<file path="config.mk">
export PLATFORM = sky130hd
export DESIGN_NAME = seq_divider32
export DESIGN_NICKNAME = d
export VERILOG_FILES = /design/src/rtl/seq_divider32_pkg.sv /design/src/rtl/seq_divider32_div_step.sv /design/src/rtl/seq_divider32.sv
export SDC_FILE = /design/constraint.sdc
export NUM_CORES = 1
export LEC_CHECK = 0
export CAP_MARGIN = 40
export CORE_ASPECT_RATIO = 0.8
export CORE_MARGIN = 5
export CORE_UTILIZATION = 55
export CTS_CLUSTER_SIZE = 25
export DETAILED_ROUTE_END_ITERATION = 8
export PLACE_DENSITY = 0.81
export SETUP_SLACK_MARGIN = 0.5
export SKIP_CTS_REPAIR_TIMING = 1
export SYNTH_ARGS = -nofsm -noshare
export SYNTH_HDL_FRONTEND = slang
export SYNTH_SLANG_ARGS = --single-unit
export TNS_END_PERCENT = 50
</file>
<file path="constraint.sdc">
create_clock -name clk -period 3 [get_ports clk]
set_input_delay 0.3 -clock clk [delete_from_list [all_inputs] [get_ports clk]]
set_output_delay 0.3 -clock clk [all_outputs]
set_load 0.03 [all_outputs]
</file>
<file path="src/rtl/seq_divider32_pkg.sv">
// Shared definitions for the sequential divider: default width and FSM states.
package seq_divider32_pkg;

  localparam int DEF_WIDTH = 32;

  typedef enum logic [1:0] {
    IDLE = 2'd0,
    CALC = 2'd1,
    DONE = 2'd2
  } state_t;

endpackage

</file>
<file path="src/rtl/seq_divider32_div_step.sv">
// One restoring-division iteration: shift in a dividend bit, trial subtract, select.
module div_step #(
  parameter int WIDTH = seq_divider32_pkg::DEF_WIDTH
) (
  input  logic [WIDTH-1:0] rem_in,
  input  logic             bit_in,
  input  logic [WIDTH-1:0] divisor,
  output logic [WIDTH-1:0] rem_out,
  output logic             q_bit
);

  logic [WIDTH:0] shifted;
  logic [WIDTH:0] trial;

  // The shifted remainder can reach 2^WIDTH, so the compare/subtract is WIDTH+1 wide.
  // With shifted[WIDTH] set the value already exceeds any divisor; otherwise the
  // top bit of the trial difference is the borrow.
  always_comb begin
    shifted = {rem_in, bit_in};
    trial   = shifted - {1'b0, divisor};
    q_bit   = shifted[WIDTH] | ~trial[WIDTH];
    rem_out = q_bit ? trial[WIDTH-1:0] : shifted[WIDTH-1:0];
  end

endmodule

</file>
<file path="src/rtl/seq_divider32.sv">
// Unsigned sequential restoring divider, one quotient bit per cycle, MSB first.
module seq_divider32
  import seq_divider32_pkg::*;
#(
  parameter int WIDTH = DEF_WIDTH
) (
  input  logic             clk,
  input  logic             rst_n,
  input  logic             start,
  input  logic [WIDTH-1:0] dividend,
  input  logic [WIDTH-1:0] divisor,
  output logic             busy,
  output logic             done,
  output logic [WIDTH-1:0] quotient,
  output logic [WIDTH-1:0] remainder,
  output logic             div_zero
);

  localparam int CW = (WIDTH > 1) ? $clog2(WIDTH) : 1;

  state_t           state, state_nxt;
  logic [CW-1:0]    cnt;
  logic [WIDTH-1:0] dvd;       // remaining dividend bits; quotient bits shift in at the bottom
  logic [WIDTH-1:0] dvs;
  logic [WIDTH-1:0] prem;      // partial remainder
  logic [WIDTH-1:0] step_rem;
  logic             step_q;
  logic             last;

  assign last = (cnt == CW'(WIDTH - 1));
  assign busy = (state == CALC);
  assign done = (state == DONE);

  div_step #(.WIDTH(WIDTH)) u_step (
    .rem_in  (prem),
    .bit_in  (dvd[WIDTH-1]),
    .divisor (dvs),
    .rem_out (step_rem),
    .q_bit   (step_q)
  );

  // State register.
  always_ff @(posedge clk or negedge rst_n) begin
    if (!rst_n) state <= IDLE;
    else        state <= state_nxt;
  end

  // Next state: a zero divisor short-circuits straight to DONE.
  always_comb begin
    state_nxt = state;
    case (state)
      IDLE:    if (start) state_nxt = (divisor == '0) ? DONE : CALC;
      CALC:    if (last)  state_nxt = DONE;
      DONE:    state_nxt = IDLE;
      default: state_nxt = IDLE;
    endcase
  end

  // Operand capture, iteration datapath and result registers (results move only on DONE entry).
  always_ff @(posedge clk or negedge rst_n) begin
    if (!rst_n) begin
      cnt       <= '0;
      dvd       <= '0;
      dvs       <= '0;
      prem      <= '0;
      quotient  <= '0;
      remainder <= '0;
      div_zero  <= 1'b0;
    end else begin
      case (state)
        IDLE: if (start) begin
          cnt  <= '0;
          dvd  <= dividend;
          dvs  <= divisor;
          prem <= '0;
          if (divisor == '0) begin
            quotient  <= '1;
            remainder <= dividend;
            div_zero  <= 1'b1;
          end
        end
        CALC: begin
          dvd  <= {dvd[WIDTH-2:0], step_q};
          prem <= step_rem;
          cnt  <= cnt + 1'b1;
          if (last) begin
            quotient  <= {dvd[WIDTH-2:0], step_q};
            remainder <= step_rem;
            div_zero  <= 1'b0;
          end
        end
        default: ;
      endcase
    end
  end

endmodule

</file>
Word-level counts from Yosys, hierarchy flattened
Index checks and enable logic that the tools add are counted.
- register bits after elaboration: 168
- output and inout port bits: 67
- $add $sub $neg: 2
- equal/unequal tests: 6
- mux-type cells: 23
- bitwise gates (word level): 2
- reductions and logical operators: 7
- operators with widths (cell ; count):
    $mux W32 ; 9
    $pmux W32 S2 ; 4
    $sub A33 B32 Y33 ; 1
    $logic_not A32 Y1 ; 1
    $pmux W5 S2 ; 1
    $mux W2 ; 3
    $reduce_and A2 Y1 ; 3
    $add A5 B1 Y5 const B ; 1
    $eq A5 B5 Y1 const B ; 1
    $mux W5 ; 1
    $ne A2 B2 Y1 const B ; 2
    $pmux W2 S2 ; 1
    $reduce_and A4 Y1 ; 1
    $mux W1 ; 3
    $eq A2 B1 Y1 const B ; 1
    $eq A2 B2 Y1 const B ; 1
    $logic_not A2 Y1 ; 1
    $ne A2 B1 Y1 const B ; 1
    $pmux W1 S2 ; 1
    $reduce_bool A2 Y1 ; 1
    $not A1 Y1 ; 1
    $or A1 B1 Y1 ; 1

Depth between registers and ports, before layout
- depth after elaboration: 6
- gate-level depth with buffers: 13
- depth with buffers taken out: 12

Hierarchy
A second synthesis with hierarchy kept.
- cells, all modules: 1041
- area, all modules: 8822.2 um^2
- by module, submodules not included (module ; times used ; cells an instance ; area an instance (um^2)):
    seq_divider32 ; 1 ; 707 ; 6711.4
    div_step ; 1 ; 334 ; 2110.8

Least setup slack after synthesis
OpenSTA, ideal clock, no wires.
- kind: reg-to-reg
- from: register dvs[0]
- to: register remainder[30]
- arrival: 2659 ps
- data required time: 2923 ps
- setup slack: 263 ps
- stages on the path, launching flop included: 12
- cell sequence: dfrtp_1 ha_1 fa_1 nor2b_1 o31ai_4 a221oi_1 a41o_1 a21oi_2 buf_4 nor4_1 a311oi_2 a21oi_1
- cells in the longest elaborated chain, start to end: 6
- ends and longest elaborated chain (what ; line ; RTL):
    from (decl) ; seq_divider32.sv:24 ; logic [WIDTH-1:0] dvs;
    from (signal assigned) ; seq_divider32.sv:74 ; dvs <= divisor;
    $sub A33 B32 Y33 (*) ; seq_divider32_div_step.sv:20 ; trial = shifted - {1'b0, divisor};
    $not A1 Y1 ; seq_divider32_div_step.sv:21 ; q_bit = shifted[WIDTH] | ~trial[WIDTH];
    $or A1 B1 Y1 ; seq_divider32_div_step.sv:21 ;
    $mux W32 (*) ; seq_divider32_div_step.sv:22 ; rem_out = q_bit ? trial[WIDTH-1:0] : shifted[WIDTH-1:0];
    $mux W32 (*) ; seq_divider32.sv:86 ; if (last) begin
    $pmux W32 S2 (*) ; seq_divider32.sv:70 ; case (state)
    to (signal assigned) ; seq_divider32.sv:78 ; remainder <= dividend;
    to (signal assigned) ; seq_divider32.sv:88 ; remainder <= step_rem;
    to (decl) ; seq_divider32.sv:15 ; output logic [WIDTH-1:0] remainder,
Every way passes the cells marked *; elsewhere a longest branch is shown, timed or not. The select of a mux whose other input is x is not followed.
A chain may end at the register's enable or synchronous reset.

Final worst setup path
- from: register dvd[31]
- to: register remainder[30]
- cells in the longest elaborated chain, start to end: 6
- ends and longest elaborated chain (what ; line ; RTL):
    from (decl) ; seq_divider32.sv:23 ; logic [WIDTH-1:0] dvd;
    from (signal assigned) ; seq_divider32.sv:73 ; dvd <= dividend;
    from (signal assigned) ; seq_divider32.sv:83 ; dvd <= {dvd[WIDTH-2:0], step_q};
    $sub A33 B32 Y33 (*) ; seq_divider32_div_step.sv:20 ;
    $not A1 Y1 ; seq_divider32_div_step.sv:21 ;
    $or A1 B1 Y1 ; seq_divider32_div_step.sv:21 ;
    $mux W32 (*) ; seq_divider32_div_step.sv:22 ;
    $mux W32 (*) ; seq_divider32.sv:86 ;
    $pmux W32 S2 (*) ; seq_divider32.sv:70 ;
Marked as above.

==> summary.md <==
| Metric | Value |
|---|---|
| Root Driver | clkbuf_16 |
| Slowest-stage cell, CP | dfrtp_1 |
| Die area | 18700 um^2 |
| Total iterations of the first detailed-routing run | 5 |
| CTS tree | done |
| Netlist area before placement | 8840 um^2 |
| Vias in the first global route | 7782 |
| Min Clock Period, post-route | 2950 ps |
| WHS | 287 ps |
| Power Density | 1440 nW/um^2 |
| Number of distinct library cells after synthesis | 64 |
| Ys Warns | 0 |
| Crit end category | flop |
| Initial antenna violation count | 0 |
| Worst reg-to-reg path cell count | 13 |
| Crit path to | remainder[30] |
| H-tree Lvls | 4 |
| P_leak | 0.00495 uW |
| Max Freq | 0.338 GHz |
| Mapped Cells | 997 |
| Most common cell after layout, fill and taps aside | nand2_1 |
| Top FF cell, synth | dfrtp_1 |
| Width of the die | 152 um |
| Antenna-violating nets left | 0 |
| Crit path buf inv count | 2 |
| EDFF count, synth | 0 |
| Commonest cells after routing, fill and taps aside | nand2_1 (175), dfrtp_1 (168), clkdlybuf4s50_1 (132), o21ai_0 (76), nor2_1 (69) |
| Max-Cap Viols | 0 |
| Rel. slew slack | 0.528 |
| Total CTS buffers | 17 |
| Core area | 15800 um^2 |
| Grt total ovfl | 0 |
| Avg Cell Area, Syn | 8.87 um^2 |
| Fill count | 1194 |
| Largest net degree at the start of global routing | 82 |
| Mapped Nets | 1099 |
| Std cell rows | 41 |
| Largest cells by area after synthesis | dfrtp_1 (48%), nand2_1 (7.5%), ha_1 (4.8%), a21oi_1 (4.3%), o21ai_0 (4.3%) |
| Run status | finished clean |
| Initial DRC Count | 842 |
| Crit path max-delay family | compound AO/OA/AOI/OAI gates |
| Max Fanout on Critical Path | 5 |
| Final setup violation count | 0 |
| Vias per std cell | 6.04 |
| Reg2reg setup slack | 50 ps |
| DR vias | 8334 |
| Global-route wire length before repair | 40.6 mm |
| CP Depth | 13 |
| Setup crit start | dvd[31] |
| Crit path kind | reg2reg |
| Die height | 123 um |
| Layout cell share with drive strength beyond 1 | 0.135 |
| Max VDD drop | 790 uV |
| Number of synthesized register bits | 168 |
| Setup Skew | 10.6 ps |
| Input/output buffers | 133 |
| R2R Path End | remainder[30] |
| Sequential cell area | 4200 um^2 |
| I/O pin count | 134 |
| Fin. Hold Viols | 0 |
| Post-synthesis sequential area ratio | 0.475 |
| Nets@finish | 1254 |
| Yosys top cell area share | 0.475 |
| Worst setup SP type | flop |
| Reg2reg start | dvd[31] |
| Area Growth Syn to Fin | 32.3% |
| Util after Layout | 0.740 |
| N_diodes | 0 |
| GP Congestion | 0.933 |
| DP Wirelength | 18.6 mm |
| Min-Delay Path Class | in2async |
| Clock-pin slew on the worst setup and hold paths | 70 ps |
| Clock buffer depth | 2 |
| Final WL | 26.8 mm |
| Largest stage delay on the critical path | 400 ps |
| CP Cell Sequence | inv_2, ha_4, fa_2, nor2b_4, o31ai_4, a221oi_2, a41o_1, a21oi_4, clkbuf_16, nor3_4, mux2_4, a311oi_2, a21oi_1 |
| Total GRT Usage | 0.278 |
| Multi-input logic area | 4590 um^2 |
| Async set-reset flop share out of synthesis | 1.00 |
| Routed len/inst | 19.4 um |
| Period Utilization, post-route | 0.985 |
| Crit path required time | 3320 ps |
| Cell accounting for the most synthesized area | dfrtp_1 |
| Worst-Margin Slew | 706 ps |
| Starting Density | 0.560 |
| Total power | 16800 uW |
| Clk sink count | 168 |
| Fin. max-slew vios | 0 |
| RSZ-0062 raised after global routing | true |
| DRC Markers | 0 |
| Crit path DAT | 3270 ps |
| Clock Latency Late Sink | 440 ps |
==> worst reg2reg max path, cell delays in order, from the launching register on <==
cell and delay, ps:
dfrtp_1 400, inv_2 90, ha_4 150, fa_2 230, nor2b_4 60, o31ai_4 310
a221oi_2 130, a41o_1 330, a21oi_4 220, clkbuf_16 190, nor3_4 40, mux2_4 280
a311oi_2 290, a21oi_1 100
==> where the power goes <==
part           internal, uW  switching (uW)  total (uW)
clock                  1080             998        2070
combinational          4530            6300       10800
sequential             3190             702        3890
==> synth_stat cells (2+ instances only) <==
cell and count:
mux2i_1 14, clkbuf_1 47, nand2_1 177, nand4_1 11
a31oi_1 40, o211ai_1 7, nor2_1 70, o31a_1 2
nand2b_1 7, xnor2_1 15, and3_1 7, o21a_1 11
dfrtp_1 168, a21o_1 20, or3_1 3, o21ai_0 76
o21ai_1 32, o22a_1 32, inv_2 2, a21oi_1 76
buf_2 5, ha_1 34, xor2_1 6, nor2b_1 6
and2_1 6, nand3_1 10, a22oi_1 3, buf_1 6
o22ai_1 4, nor3_1 11, nor4_1 12, inv_1 40
o21bai_1 2, and4_1 2, a211oi_1 4
==> registers in the layout, summed over array words and instances, names as in the netlist <==
| name | cells |
|---|---|
| cnt | 5 |
| div_zero | 1 |
| dvd | 32 |
| dvs | 32 |
| prem | 32 |
| quotient | 32 |
| remainder | 32 |
| state | 2 |
==> routing by layer <==
layer / global-route usage / routed length, um / vias to the layer above / share of wire
met3: 0.0539 / 2220 / 65 / 0.083
li1: - / - / 3831 / -
met5: 0 / 0 / - / 0
met4: 0.0769 / 666 / 0 / 0.025
met2: 0.440 / 12600 / 417 / 0.47
met1: 0.396 / 11200 / 4021 / 0.42
==> cell type report <==
type / instances / area share
Tap cell: 215 / 0.0230
Inverter: 42 / 0.0135
Clock inverter: 14 / 0.00984
Multi-Input combinational cell: 727 / 0.392
Clock buffer: 18 / 0.0367
Timing Repair Buffer: 196 / 0.166
Sequential cell: 168 / 0.359
==> logic make-up after synthesis <==
logic type	synth area share
AOI/OAI and AO/OA	0.230
xor gates and xnor gates	0.0208
adders and majority gates	0.0504
buffers and inverters	0.0453
DFF	0.475
muxes	0.0171
and+or+nand+nor	0.161
==> stage by stage <==
step | cells | setup TNS, ps | cell area [um^2] | setup WS, ps
floorplan | 997 | 0 | 8890 | 466
global placement | 1332 | 0 | 10600 | 80.8
detailed placement | 1333 | -56.0 | 10700 | -39.3
CTS | 1365 | -117 | 11200 | -53.9
global route | 1380 | -72.9 | 11700 | -37.0
finish | 1380 | 0 | 11700 | 45.2
==> worst min path at each step <==
stage,start,to,slack (ps),depth (start not counted)
finish,rst_n,prem[26],290,2
global route,rst_n,quotient[29],310,2
detailed placement,rst_n,prem[26],180,1
floorplan,rst_n,cnt[0],4,0
global placement,remainder[19],remainder[19],460,1
CTS,rst_n,prem[26],-280,1
Note: power is estimated with default switching activity, not from simulation.
